[config.mk]
export PLATFORM = sky130hd
export DESIGN_NAME = core_fetch_unit
export DESIGN_NICKNAME = d
export VERILOG_FILES = /design/src/rtl/core_fetch_unit.sv
export SDC_FILE = /design/constraint.sdc
export NUM_CORES = 1
export LEC_CHECK = 0
export CORE_AREA = 2 2 150 298
export CTS_CLUSTER_SIZE = 10
export DETAILED_ROUTE_END_ITERATION = 6
export DIE_AREA = 0 0 152 300
export SLEW_MARGIN = 25
export SYNTH_ARGS = -nofsm -noshare
export SYNTH_HDL_FRONTEND = slang
export SYNTH_SLANG_ARGS = --single-unit
[constraint.sdc]
create_clock -name clk -period 4.4 [get_ports clk]
set_clock_uncertainty 0.05 [all_clocks]
set_input_delay 0.44 -clock clk [delete_from_list [all_inputs] [get_ports clk]]
set_output_delay 0.44 -clock clk [all_outputs]
set_load 0.02 [all_outputs]
[src/rtl/core_fetch_unit.sv]
`default_nettype none
// +--------------------------------------------------------------------------+
// | Module   : core_fetch_unit                                               |
// | Purpose  : Instruction fetch front-end. Generates sequential fetch PCs,  |
// |            issues word requests to instruction memory, buffers in-order  |
// |            responses with their PCs in a small FIFO and presents them to |
// |            decode over a valid/ready handshake. A redirect flushes the   |
// |            buffer and discards responses still in flight.                |
// | Ports    : clk, rst_n            - clock, async active-low reset         |
// |            imem_req_*            - fetch request (valid/ready, addr)     |
// |            imem_rsp_*            - in-order fetch response (valid, data) |
// |            redirect_*            - change of flow (valid, pc)            |
// |            inst_*                - decode handshake (valid/ready, data,  |
// |                                    pc, opcode)                           |
// |            perf_fetched/stall    - optional performance counters         |
// | Config   : FETCH_PERF_EN - when defined, adds saturating counters of     |
// |            instructions popped and ready-but-starved cycles.             |
// | Revision : 1.0 - initial release                                         |
// +--------------------------------------------------------------------------+
module core_fetch_unit #(
  parameter int              XLEN       = 32,
  parameter logic [XLEN-1:0] RESET_PC   = '0,
  parameter int              FIFO_DEPTH = 4
) (
  input  logic            clk,
  input  logic            rst_n,
  // instruction memory request
  output logic            imem_req_valid,
  output logic [XLEN-1:0] imem_req_addr,
  input  logic            imem_req_ready,
  // instruction memory response (in request order)
  input  logic            imem_rsp_valid,
  input  logic [XLEN-1:0] imem_rsp_data,
  // change of flow
  input  logic            redirect_valid,
  input  logic [XLEN-1:0] redirect_pc,
  // decode handshake
  output logic            inst_valid,
  input  logic            inst_ready,
  output logic [XLEN-1:0] inst_data,
  output logic [XLEN-1:0] inst_pc,
  output logic [6:0]      inst_opcode
`ifdef FETCH_PERF_EN
  ,
  output logic [31:0]     perf_fetched,
  output logic [31:0]     perf_stall
`endif
);

  // Pointer and counter widths. Counters must reach FIFO_DEPTH itself.
  localparam int c_PTR_W = (FIFO_DEPTH > 1) ? $clog2(FIFO_DEPTH) : 1;
  localparam int c_CNT_W = c_PTR_W + 1;
  localparam logic [c_CNT_W:0]   c_DEPTH_EXT = (c_CNT_W + 1)'(FIFO_DEPTH);
  localparam logic [XLEN-1:0]    c_PC_STEP   = XLEN'(4);
  localparam logic [c_CNT_W-1:0] c_CNT_ONE   = c_CNT_W'(1);

  // --------------------------------------------------------------------------
  // State
  // --------------------------------------------------------------------------
  logic                r_active;     // low during reset, high from first edge after
  logic [XLEN-1:0]     r_fetch_pc;
  logic [c_CNT_W-1:0]  r_out_cnt;    // requests accepted but not yet answered
  logic [c_CNT_W-1:0]  r_drop;       // responses still to be discarded

  // instruction buffer: word + PC per entry
  logic [XLEN-1:0]     r_inst_mem [FIFO_DEPTH];
  logic [XLEN-1:0]     r_ipc_mem  [FIFO_DEPTH];
  logic [c_PTR_W-1:0]  r_wr_ptr;
  logic [c_PTR_W-1:0]  r_rd_ptr;
  logic [c_CNT_W-1:0]  r_count;

  // PC queue: addresses of requests whose responses will be kept
  logic [XLEN-1:0]     r_pcq_mem [FIFO_DEPTH];
  logic [c_PTR_W-1:0]  r_pcq_wr;
  logic [c_PTR_W-1:0]  r_pcq_rd;

  // --------------------------------------------------------------------------
  // Combinational control
  // --------------------------------------------------------------------------
  logic                w_credit;
  logic                w_req_fire;
  logic                w_rsp_keep;
  logic                w_rsp_discard;
  logic                w_pop;
  logic [c_CNT_W-1:0]  w_out_next;
  logic [XLEN-1:0]     w_redirect_pc;
  logic                w_unused_redirect_lsbs;

  // Credit check: every buffered entry plus every in-flight request owns a
  // FIFO slot, so a response can always be written without back-pressure.
  assign w_credit = (({1'b0, r_count} + {1'b0, r_out_cnt}) < c_DEPTH_EXT);

  assign imem_req_valid = r_active & ~redirect_valid & w_credit;
  assign imem_req_addr  = r_fetch_pc;
  assign w_req_fire     = imem_req_valid & imem_req_ready;

  // A response in a redirect cycle belongs to the old flow and is discarded;
  // it is folded into the drop count through w_out_next below.
  assign w_rsp_keep    = imem_rsp_valid & ~redirect_valid & (r_drop == '0);
  assign w_rsp_discard = imem_rsp_valid & ~redirect_valid & (r_drop != '0);

  assign w_pop = inst_valid & inst_ready;

  always_comb begin
    w_out_next = r_out_cnt;
    unique case ({w_req_fire, imem_rsp_valid})
      2'b10:   w_out_next = r_out_cnt + c_CNT_ONE;
      2'b01:   w_out_next = r_out_cnt - c_CNT_ONE;
      default: w_out_next = r_out_cnt;
    endcase
  end

  assign w_redirect_pc          = {redirect_pc[XLEN-1:2], 2'b00};
  assign w_unused_redirect_lsbs = ^redirect_pc[1:0];

  // --------------------------------------------------------------------------
  // Fetch PC, outstanding and drop accounting
  // --------------------------------------------------------------------------
  always_ff @(posedge clk or negedge rst_n) begin
    if (!rst_n) begin
      r_active   <= 1'b0;
      r_fetch_pc <= RESET_PC;
      r_out_cnt  <= '0;
      r_drop     <= '0;
    end else begin
      r_active  <= 1'b1;
      r_out_cnt <= w_out_next;
      if (redirect_valid) begin
        r_fetch_pc <= w_redirect_pc;
        // Everything still in flight after this cycle belongs to the old flow.
        r_drop     <= w_out_next;
      end else begin
        if (w_req_fire) begin
          r_fetch_pc <= r_fetch_pc + c_PC_STEP;
        end
        if (w_rsp_discard) begin
          r_drop <= r_drop - c_CNT_ONE;
        end
      end
    end
  end

  // --------------------------------------------------------------------------
  // PC queue pointers
  // --------------------------------------------------------------------------
  always_ff @(posedge clk or negedge rst_n) begin
    if (!rst_n) begin
      r_pcq_wr <= '0;
      r_pcq_rd <= '0;
    end else if (redirect_valid) begin
      r_pcq_wr <= '0;
      r_pcq_rd <= '0;
    end else begin
      if (w_req_fire) begin
        r_pcq_wr <= r_pcq_wr + c_PTR_W'(1);
      end
      if (w_rsp_keep) begin
        r_pcq_rd <= r_pcq_rd + c_PTR_W'(1);
      end
    end
  end

  // PC queue storage needs no reset: an entry is only read after being written.
  always_ff @(posedge clk) begin
    if (w_req_fire) begin
      r_pcq_mem[r_pcq_wr] <= r_fetch_pc;
    end
  end

  // --------------------------------------------------------------------------
  // Instruction buffer
  // --------------------------------------------------------------------------
  always_ff @(posedge clk or negedge rst_n) begin
    if (!rst_n) begin
      r_wr_ptr <= '0;
      r_rd_ptr <= '0;
      r_count  <= '0;
    end else if (redirect_valid) begin
      // A coinciding pop is simply absorbed by the flush.
      r_wr_ptr <= '0;
      r_rd_ptr <= '0;
      r_count  <= '0;
    end else begin
      if (w_rsp_keep) begin
        r_wr_ptr <= r_wr_ptr + c_PTR_W'(1);
      end
      if (w_pop) begin
        r_rd_ptr <= r_rd_ptr + c_PTR_W'(1);
      end
      unique case ({w_rsp_keep, w_pop})
        2'b10:   r_count <= r_count + c_CNT_ONE;
        2'b01:   r_count <= r_count - c_CNT_ONE;
        default: r_count <= r_count;
      endcase
    end
  end

  // A response is never the same cycle as its request (latency >= 1), so the
  // PC queue head is already valid when the word is written.
  always_ff @(posedge clk) begin
    if (w_rsp_keep) begin
      r_inst_mem[r_wr_ptr] <= imem_rsp_data;
      r_ipc_mem[r_wr_ptr]  <= r_pcq_mem[r_pcq_rd];
    end
  end

  // --------------------------------------------------------------------------
  // Decode-side outputs: registered head, forced to zero while empty so the
  // outputs are defined from reset without resetting the storage arrays.
  // --------------------------------------------------------------------------
  assign inst_valid  = (r_count != '0);
  assign inst_data   = inst_valid ? r_inst_mem[r_rd_ptr] : '0;
  assign inst_pc     = inst_valid ? r_ipc_mem[r_rd_ptr]  : '0;
  assign inst_opcode = inst_data[6:0];

`ifdef FETCH_PERF_EN
  // --------------------------------------------------------------------------
  // Performance counters: saturating, untouched by redirect.
  // --------------------------------------------------------------------------
  logic [31:0] r_perf_fetched;
  logic [31:0] r_perf_stall;

  always_ff @(posedge clk or negedge rst_n) begin
    if (!rst_n) begin
      r_perf_fetched <= '0;
      r_perf_stall   <= '0;
    end else begin
      if (w_pop && (r_perf_fetched != 32'hFFFF_FFFF)) begin
        r_perf_fetched <= r_perf_fetched + 32'd1;
      end
      if (inst_ready && !inst_valid && (r_perf_stall != 32'hFFFF_FFFF)) begin
        r_perf_stall <= r_perf_stall + 32'd1;
      end
    end
  end

  assign perf_fetched = r_perf_fetched;
  assign perf_stall   = r_perf_stall;
`endif

endmodule
`default_nettype wire

==> impl_metrics.ini <==
[run_status]
status = complete, no violations

[floorplanning]
die_w_um = 152
coreArea_um2 = 43400
start_util = 0.385
num_io_pins = 175
rows = 108
dieArea_um2 = 45600
dieHeight_um = 300

[grt]
gr-total-overflow = 0
grt_pass1_vias = 9468
grt_start_max_net_pins = 50
antenna_found_initial = 0
grt_pass1_wl_mm = 54.0
grt_usage = 0.155

[route]
drt-wirelength-per-cell_um = 21.1
remaining_drc_errors = 0
drtPass1Iterations = 5
avgViaCountPerCell = 5.22
postRouteAntennaNets = 0
vias = 8643
first_iter_violations = 383
drt-total-wl_mm = 35.0

[clock_tree]
cts_resized = 0
cts_num_sinks = 416
tritoncts = yes
clk_latency_ps = 570
h-tree-depth = 2
path_clk_slew_ps = 60
cts_buffers = 47
clockBufferDepth = 3
root_buffer = clkbuf_16

[worst_setup_path]
r2r-start = r_count[2]$_DFFE_PN0P_
cp.required_ps = 3910
worst-endpoint-arrival_ps = 3080
crit_path_end_kind = output port
reg2reg_to = r_drop[2]$_DFFE_PN0P_
crit_type = reg2out
startpoint = r_count[1]$_DFFE_PN0P_
crit_path_end = inst_pc[28]
reg2reg_slack_ps = 1430
reg2reg_depth = 11
cp_max_fo = 49
start_kind = flop

[yosys]
synth_flop_cell = edfxtp_1
seq_area_frac_synth = 0.734
avgSynthCellArea_um2 = 18.8
synth_enable_flop_cells = 368
syn_area_um2 = 16700
yosysUniqueCellTypes = 52
syn_inst = 888
ys_seq_elements = 416
synth-warning-count = 0
async_flop_share = 0.115

[sta]
final_max_slew_viol_count = 0
worst_hold_slack_ps = 206
report.final.hold_viol_count = 0
period_share = 0.812
fin_crit_ps = 3570
rsz0062_at_grt = false
worstMarginPinSlew_ps = 994
final.setup.tns_ps = 0
finalSetupViolations = 0
slew_headroom = 0.335
fmax_mhz = 280

[layout]
n_fill_cell = 3691
layout_common_cells = edfxtp_1, clkdlybuf4s50_1, mux4_2
area_delta_synth_final_pct = 22.2
antennaDiodeCount = 0
drive_gt1_frac = 0.172
final_nets = 1167
final_common_cell = edfxtp_1

[placed_design]
io_buffers = 168
hpwl_mm = 22.4
gp_congestion = 0.794

[worst_hold_path]
hold_path_class = in2reg
holdPathStages = 2

[power_and_ir_drop]
ir_drop_mv = 0.381
cellLeakagePower_uw = 0.00663
power_density_nw_per_um2 = 556

[job]
maxCapViolCount = 0
==> cells by family after synthesis <==
family                   share of synthesized area
flip-flops                                   0.734
AND/OR/NAND/NOR                             0.0752
multiplexers                                 0.129
buffers and inverters                       0.0187
AO/OA/AOI/OAI                               0.0214
adder cells (fa/ha/maj)                     0.0129
XOR/XNOR                                   0.00787
other                                     0.000450
==> metrics by stage <==
stage / cell area, µm² / utilization / total power (µW) / setup WS [ps] / cells
5_1_grt: 20400 / 0.470 / 11800 / 609 / 1656
4_1_cts: 20400 / 0.470 / 11500 / 687 / 1656
3_5_place_dp: 19000 / 0.439 / 8040 / 1290 / 1581
2_1_floorplan: 16700 / - / 6670 / 1320 / 891
3_3_place_gp: 19000 / 0.439 / 7970 / 1280 / 1581
6_report: 20400 / 0.470 / 11300 / 827 / 1656
==> power breakdown <==
part	switching, µW	internal [µW]	leakage [µW]	total, µW
Clock	1450	2010	0.000641	3460
Sequential	259	4630	0.00391	4890
Combinational	1570	1420	0.00208	2990
Total	3280	8050	0.00663	11300
==> worst max-delay path, cell delays in order, from the launching register on <==
cell             delay, ps
dfrtp_1                420
or3_2                  930
buf_4                  390
and2_1                 160
clkdlybuf4s50_1        590
==> synthesized netlist by cell type (12+ instances only) <==
master,number,share of area
edfxtp_1,368,0.66
nor2_1,27,0.0061
nand2_1,42,0.0094
ha_1,14,0.010
and2_1,73,0.027
buf_4,12,0.0054
clkbuf_1,24,0.0054
nand3_1,37,0.011
mux4_2,92,0.12
dfrtp_1,48,0.072
o21ai_0,20,0.0060
buf_2,15,0.0045
==> worst min-delay path by stage <==
stage	start	endpoint	slack, ps
4_1_cts	redirect_valid	r_wr_ptr[0]$_DFFE_PN0P_	170
5_1_grt	redirect_valid	r_count[1]$_DFFE_PN0P_	210
6_report	redirect_valid	r_wr_ptr[0]$_DFFE_PN0P_	210
2_1_floorplan	rst_n	imem_req_addr[10]$_DFFE_PN0N_	90
3_3_place_gp	r_out_cnt[2]$_DFF_PN0_	r_out_cnt[2]$_DFF_PN0_	460
3_5_place_dp	r_out_cnt[2]$_DFF_PN0_	r_out_cnt[2]$_DFF_PN0_	460
==> area by class of cell <==
class	instances	area, µm²	share of cell area
clock buffer	71	1290	0.0631
clock inverter	3	53.8	0.00264
inverter	11	41.3	0.00202
multi-input combinational	411	4140	0.203
sequential	416	12300	0.601
tap	550	688	0.0337
timing repair buffer	194	1920	0.0941
==> flip-flops by register name (all words and copies together), names as in the netlist <==
register and count:
r_ipc_mem 120, r_pcq_wr 2, r_out_cnt 3, r_wr_ptr 2, r_active 1, r_rd_ptr 2
r_pcq_mem 120, imem_req_addr 30, r_drop 3, r_inst_mem 128, r_pcq_rd 2, r_count 3
==> metal layers <==
layer / GRT usage / vias up / share of wire
met2: 0.301 / 260 / 0.56
met1: 0.164 / 4425 / 0.37
met5: 0 / - / 0
met3: 0.0231 / 76 / 0.038
met4: 0.0634 / 0 / 0.034
li1: - / 3882 / -
==> timing repair <==
item,in CTS,in global routing
buffers inserted,0,0
hold endpoints to repair,48,0
hold buffers,1,0
Note: power is estimated with default switching activity, not from simulation.
